==> src/rtl/jtpopeye_romrq_if.sv <==
// CPU-side and SDRAM-side signal bundle for the Popeye ROM fetch bridge.
// The bridge uses the slave modport; the CPU/SDRAM side uses master.
interface jtpopeye_romrq_if #(
  parameter int unsigned AW         = 15,
  parameter int unsigned DW         = 8,
  parameter int unsigned LINE_BYTES = 4
);
  localparam int unsigned LB = $clog2(LINE_BYTES);

  logic                       cs;
  logic [AW-1:0]              addr;
  logic [DW-1:0]              dout;
  logic                       wait_n;
  logic                       flush;
  logic                       sdram_req;
  logic [AW-LB-1:0]           sdram_addr;
  logic                       data_ok;
  logic [LINE_BYTES*DW-1:0]   sdram_data;

  modport slave (
    input  cs, addr, flush, data_ok, sdram_data,
    output dout, wait_n, sdram_req, sdram_addr
  );

  modport master (
    output cs, addr, flush, data_ok, sdram_data,
    input  dout, wait_n, sdram_req, sdram_addr
  );
endinterface

==> src/rtl/jtpopeye_romrq.sv <==
// ROM fetch bridge: one-line tagged buffer in front of the shared SDRAM ROM port.
// A miss stalls the CPU via wait_n while a full line is fetched.
module jtpopeye_romrq #(
  parameter int unsigned AW         = 15,
  parameter int unsigned DW         = 8,
  parameter int unsigned LINE_BYTES = 4,
  parameter int unsigned DESCRAMBLE = 1
) (
  input  logic              clk,
  input  logic              rst_n,
  jtpopeye_romrq_if.slave   bus
);
  localparam int unsigned LB = $clog2(LINE_BYTES);
  localparam int unsigned TW = AW - LB;

  typedef enum logic {IDLE, FETCH} state_t;

  state_t                           r_state;
  logic                             r_valid;
  logic                             r_drop;
  logic                             r_req;
  logic [TW-1:0]                    r_tag;
  logic [TW-1:0]                    r_sdram_addr;
  logic [LINE_BYTES-1:0][DW-1:0]    r_line;

  logic                             w_hit;
  logic [DW-1:0]                    w_byte;

  assign w_hit          = r_valid && (bus.addr[AW-1:LB] == r_tag);
  assign bus.wait_n     = !bus.cs || w_hit;
  assign bus.sdram_req  = r_req;
  assign bus.sdram_addr = r_sdram_addr;

  // Byte select within the buffered line, little-endian
  generate
    if (LB == 0) begin : g_one_byte
      assign w_byte = r_line[0];
    end else begin : g_byte_sel
      logic [LB-1:0] w_ofs;
      assign w_ofs  = bus.addr[LB-1:0];
      assign w_byte = r_line[w_ofs];
    end
  endgenerate

  // Board ROM data-line permutation
  generate
    if (DESCRAMBLE != 0 && DW == 8) begin : g_descramble
      assign bus.dout = {w_byte[3], w_byte[4], w_byte[2], w_byte[5],
                         w_byte[1], w_byte[6], w_byte[0], w_byte[7]};
    end else begin : g_plain
      assign bus.dout = w_byte;
    end
  endgenerate

  // Fetch FSM and buffer fill; drop remembers a flush seen during the fetch
  always_ff @(posedge clk) begin
    if (!rst_n) begin
      r_state      <= IDLE;
      r_valid      <= 1'b0;
      r_drop       <= 1'b0;
      r_req        <= 1'b0;
      r_tag        <= '0;
      r_sdram_addr <= '0;
      r_line       <= '0;
    end else begin
      if (bus.flush) r_valid <= 1'b0;
      case (r_state)
        IDLE: begin
          if (bus.cs && !w_hit) begin
            r_state      <= FETCH;
            r_req        <= 1'b1;
            r_sdram_addr <= bus.addr[AW-1:LB];
            r_drop       <= 1'b0;
          end
        end
        FETCH: begin
          if (bus.flush) r_drop <= 1'b1;
          if (bus.data_ok) begin
            r_line  <= bus.sdram_data;
            r_tag   <= r_sdram_addr;
            r_valid <= !r_drop && !bus.flush;
            r_req   <= 1'b0;
            r_state <= IDLE;
          end
        end
        default: r_state <= IDLE;
      endcase
    end
  end
endmodule

==> src/flat_wrapper.sv <==
// flat-port wrapper written by rule: the top's interface ports become plain ports
module jtpopeye_romrq_flat 
#(
  parameter int unsigned AW         = 15,
  parameter int unsigned DW         = 8,
  parameter int unsigned LINE_BYTES = 4,
  parameter int unsigned DESCRAMBLE = 1
)
  (clk, rst_n, bus_cs, bus_addr, bus_flush, bus_data_ok, bus_sdram_data, bus_dout, bus_wait_n, bus_sdram_req, bus_sdram_addr);
  jtpopeye_romrq_if #(.AW(AW), .DW(DW), .LINE_BYTES(LINE_BYTES)) bus_i ();
  input  logic clk;
  input  logic rst_n;
  input wire logic [$bits(bus_i.cs)-1:0] bus_cs;
  input wire logic [$bits(bus_i.addr)-1:0] bus_addr;
  input wire logic [$bits(bus_i.flush)-1:0] bus_flush;
  input wire logic [$bits(bus_i.data_ok)-1:0] bus_data_ok;
  input wire logic [$bits(bus_i.sdram_data)-1:0] bus_sdram_data;
  output wire logic [$bits(bus_i.dout)-1:0] bus_dout;
  output wire logic [$bits(bus_i.wait_n)-1:0] bus_wait_n;
  output wire logic [$bits(bus_i.sdram_req)-1:0] bus_sdram_req;
  output wire logic [$bits(bus_i.sdram_addr)-1:0] bus_sdram_addr;
  assign bus_i.cs = bus_cs;
  assign bus_i.addr = bus_addr;
  assign bus_i.flush = bus_flush;
  assign bus_i.data_ok = bus_data_ok;
  assign bus_i.sdram_data = bus_sdram_data;
  assign bus_dout = bus_i.dout;
  assign bus_wait_n = bus_i.wait_n;
  assign bus_sdram_req = bus_i.sdram_req;
  assign bus_sdram_addr = bus_i.sdram_addr;
  jtpopeye_romrq #(.AW(AW), .DW(DW), .LINE_BYTES(LINE_BYTES), .DESCRAMBLE(DESCRAMBLE)) u_core (.clk(clk), .rst_n(rst_n), .bus(bus_i));
endmodule
==> config.mk <==
export PLATFORM = sky130hd
export DESIGN_NAME = jtpopeye_romrq_flat
export DESIGN_NICKNAME = d
export VERILOG_FILES = /design/src/rtl/jtpopeye_romrq_if.sv /design/src/rtl/jtpopeye_romrq.sv /design/src/flat_wrapper.sv
export SDC_FILE = /design/constraint.sdc
export NUM_CORES = 1
export LEC_CHECK = 0
export CORE_UTILIZATION = 45
export DETAILED_ROUTE_END_ITERATION = 8
export PLACE_DENSITY = 0.88
export SYNTH_ARGS = -nofsm -noshare
export SYNTH_HDL_FRONTEND = slang
export SYNTH_SLANG_ARGS = --single-unit
==> constraint.sdc <==
create_clock -name clk -period 1.9 [get_ports clk]
set_input_delay 0.38 -clock clk [delete_from_list [all_inputs] [get_ports clk]]
set_output_delay 0.38 -clock clk [all_outputs]
set_load 0.01 [all_outputs]
==> flow_metrics.env <==
export IMPL_utilization=0.693
export IMPL_fp_dieW_um=77.1
export IMPL_cts_tree="built"
export IMPL_io_buffers=74
export IMPL_synth_area_leaders="dfxtp_1 (49%), nand2_1 (18%), a21oi_1 (9.1%), mux4_2 (7.1%), mux2i_1 (5.1%)"
export IMPL_seq_area_frac_synth=0.489
export IMPL_die_h_um=77.1
export IMPL_post_route_period_util=1.04
export IMPL_grt_max_degree=33
export IMPL_hpwl_mm=4.48
export IMPL_ys_warn_count=0
export IMPL_ios=75
export IMPL_critPathCaptureType="output port"
export IMPL_clock_sinks=62
export IMPL_synth_common_cells="nand2_1 (119), dfxtp_1 (62), a21oi_1 (46)"
export IMPL_ant_nets=0
export IMPL_remaining_drc_errors=0
export IMPL_synth_area_leader_cell="dfxtp_1"
export IMPL_period_needed_ns=1.98
export IMPL_setup_slack_ns=-0.0760
export IMPL_grtUsageTotal=0.229
export IMPL_violations="setup timing"
export IMPL_cts_buffers=9
export IMPL_place_inst=437
export IMPL_clk_pin_slew_worst_paths_ns=0.07
export IMPL_root_buffer="clkbuf_8"
export IMPL_ys_ff_latch=62
export IMPL_synth_top_area_frac=0.489
export IMPL_setup_viol=1
export IMPL_drt_first_pass_iters=4
export IMPL_wl_per_cell_um=14.2
export IMPL_hold_slack_ns=0.455
export IMPL_cp_slowest_cell="nor4_2"
export IMPL_die_area_sq_mm=0.00595
export IMPL_layout_drive_gt1_share=0.157
export IMPL_syn_avg_cell_area_sq_um=8.49
export IMPL_htree_levels=3
export IMPL_worstPathCellList="dlygate4sd2_1 > xnor2_2 > nand4_1 > nor4_2 > nand2b_4 > buf_6"
export IMPL_viasPerCell=5.17
export IMPL_cpPeakStageDelay_ns=0.34
export IMPL_maxSlewViolCount=0
export IMPL_ys_types=22
export IMPL_crit_family="simple AND/OR/NAND/NOR gates"
export IMPL_worstMarginPinSlew_ns=0.401
export IMPL_synthArstFlopShare=0
export IMPL_initial_core_util=0.482
export IMPL_syn_area_sq_mm=0.00254
export IMPL_grt_pass1_vias=2237
export IMPL_nNetsFinal=431
export IMPL_yosysMostFrequentCell="nand2_1"
export IMPL_antenna_found_initial=1
export IMPL_cp_start_kind="input port"
export IMPL_path_class="input port to output port"
export IMPL_coreArea_sq_mm=0.00527
export IMPL_cts_buffer_depth=2
export IMPL_drv_cap=0
export IMPL_synthFlopType="dfxtp_1"
export IMPL_skew_ns=0.0112
export IMPL_synthCells=299
export IMPL_fmax_ghz=0.506
export IMPL_crit_fanout=2
export IMPL_finalHoldViolCount=0
export IMPL_syn_num_nets=351
export IMPL_vias=2347
export IMPL_required_ns=1.52
export IMPL_grt_pass1_wl_mm=10.5
export IMPL_gp_congestion=0.861
export IMPL_slew_headroom=0.732
export IMPL_synth_edff_count=0
export IMPL_ir_drop_mv=0.616
export IMPL_rsz0062_at_grt="yes"
export IMPL_fillers=398
export IMPL_power_density_mw_per_mm2=804
export IMPL_area_growth_syn_to_layout_pct=43.7
export IMPL_drt_wl_total_mm=6.46
export IMPL_finalNonFillerCells=454
export IMPL_clk_latency_ns=0.34
export IMPL_cp_data_arrival_time_ns=1.60
export IMPL_grt_overflow=0
export IMPL_status="finished, violations left"
export IMPL_fp_row_count=26
export IMPL_drt_iter0_markers=110
export IMPL_p_leak_nw=1.37
export IMPL_holdCritPathClass="flop to flop"
export IMPL_dp_slack_ns=-0.657
export IMPL_cp_num_buf_inv=2
==> stage by stage <==
stage | setup TNS (ns) | total power, mW | area (sq um)
floorplan | 0 | 1.60 | 2540
global placement | -8.18 | 1.84 | 3460
detailed placement | -9.52 | 1.85 | 3460
CTS | -0.0330 | 2.95 | 3630
global route | -0.153 | 3.05 | 3650
finish | -0.0760 | 2.93 | 3650
==> layer usage <==
| layer | GRT usage | vias to the layer above | part of all wire |
|---|---|---|---|
| met5 | 0 | - | 0 |
| met4 | 0.123 | 0 | 0.034 |
| met1 | 0.281 | 1104 | 0.43 |
| met3 | 0.0726 | 20 | 0.054 |
| li1 | - | 1146 | - |
| met2 | 0.357 | 77 | 0.48 |
==> layout by cell type, fill, tap and decap left out, drive strengths merged <==
| cell | count |
|---|---|
| o21a | 1 |
| clkinvlp | 1 |
| clkbuf | 11 |
| and2 | 2 |
| mux4 | 8 |
| clkdlybuf4s50 | 50 |
| o21ai | 1 |
| diode | 1 |
| nor4 | 1 |
| mux2i | 13 |
| nor2 | 1 |
| nand2b | 1 |
| dfxtp | 62 |
| a211oi | 1 |
| nand4 | 3 |
| inv | 2 |
| bufinv | 1 |
| xnor2 | 13 |
| a21oi | 46 |
| nand2 | 119 |
| buf | 26 |
| nor3b | 1 |
| clkdlybuf4s15 | 1 |
| dlygate4sd2 | 14 |
| nor3 | 1 |
| nand3 | 1 |
| clkinv | 2 |
==> flip-flops by register name (all words and copies together) (netlist names) <==
| register | flops |
|---|---|
| u_core.r_tag | 13 |
| u_core.r_state | 1 |
| u_core.r_valid | 1 |
| u_core.bus.sdram_req | 1 |
| u_core.bus.sdram_addr | 13 |
| u_core.r_line | 32 |
| u_core.r_drop | 1 |
==> worst register-to-register path: cells and delay by family, from the launching register on <==
family	cells	cell delay, ns
buffers and inverters	3	0.45
multiplexers	1	0.20
flip-flops	1	0.34
AND/OR/NAND/NOR	3	0.60
XOR/XNOR	1	0.12
==> path summary, 6_finish.rpt <==
path | slack (ns) | cells past startpoint | start | end
max | -0.08 | 6 | bus_addr[4] | bus_wait_n
min | 0.46 | 2 | u_core.r_line[1]$_SDFFE_PN0P_ | u_core.r_line[1]$_SDFFE_PN0P_
max reg2reg | 0.11 | 8 | u_core.r_tag[8]$_SDFFE_PN0P_ | u_core.bus.sdram_addr[5]$_SDFFE_PN0P_
min reg2reg | 0.46 | 2 | u_core.r_line[1]$_SDFFE_PN0P_ | u_core.r_line[1]$_SDFFE_PN0P_
==> power by group <==
part,leakage [nW],internal [mW],switching [mW]
sequential,0.508,1.36,0.0376
clock,0.0952,0.630,0.488
combinational,0.772,0.240,0.182
total,1.37,2.23,0.707
==> cells by family after synthesis <==
| group | count (synthesis) | share of synthesized area |
|---|---|---|
| xor+xnor | 13 | 0.0448 |
| buf+inv | 24 | 0.0419 |
| simple gates | 130 | 0.204 |
| flops | 62 | 0.489 |
| compound gates | 49 | 0.0985 |
| mux | 21 | 0.122 |
==> layout make-up <==
cell class	instances	area (sq um)	area share
Inverter	2	7.51	0.00206
Sequential cell	62	1250	0.342
Tap cell	70	87.6	0.0240
Clock inverter	4	47.5	0.0130
Antenna cell	1	2.50	0.000685
Multi-Input combinational cell	213	1230	0.338
Clock buffer	11	141	0.0387
Timing Repair Buffer	91	882	0.242
==> repair_timing <==
action	in CTS	in global routing
setup buffers	1	0
hold buffers	0	0
pin swaps	8	8
resized for setup	52	14
setup endpoints to repair	11	6
(Power assumes the default switching activity.)
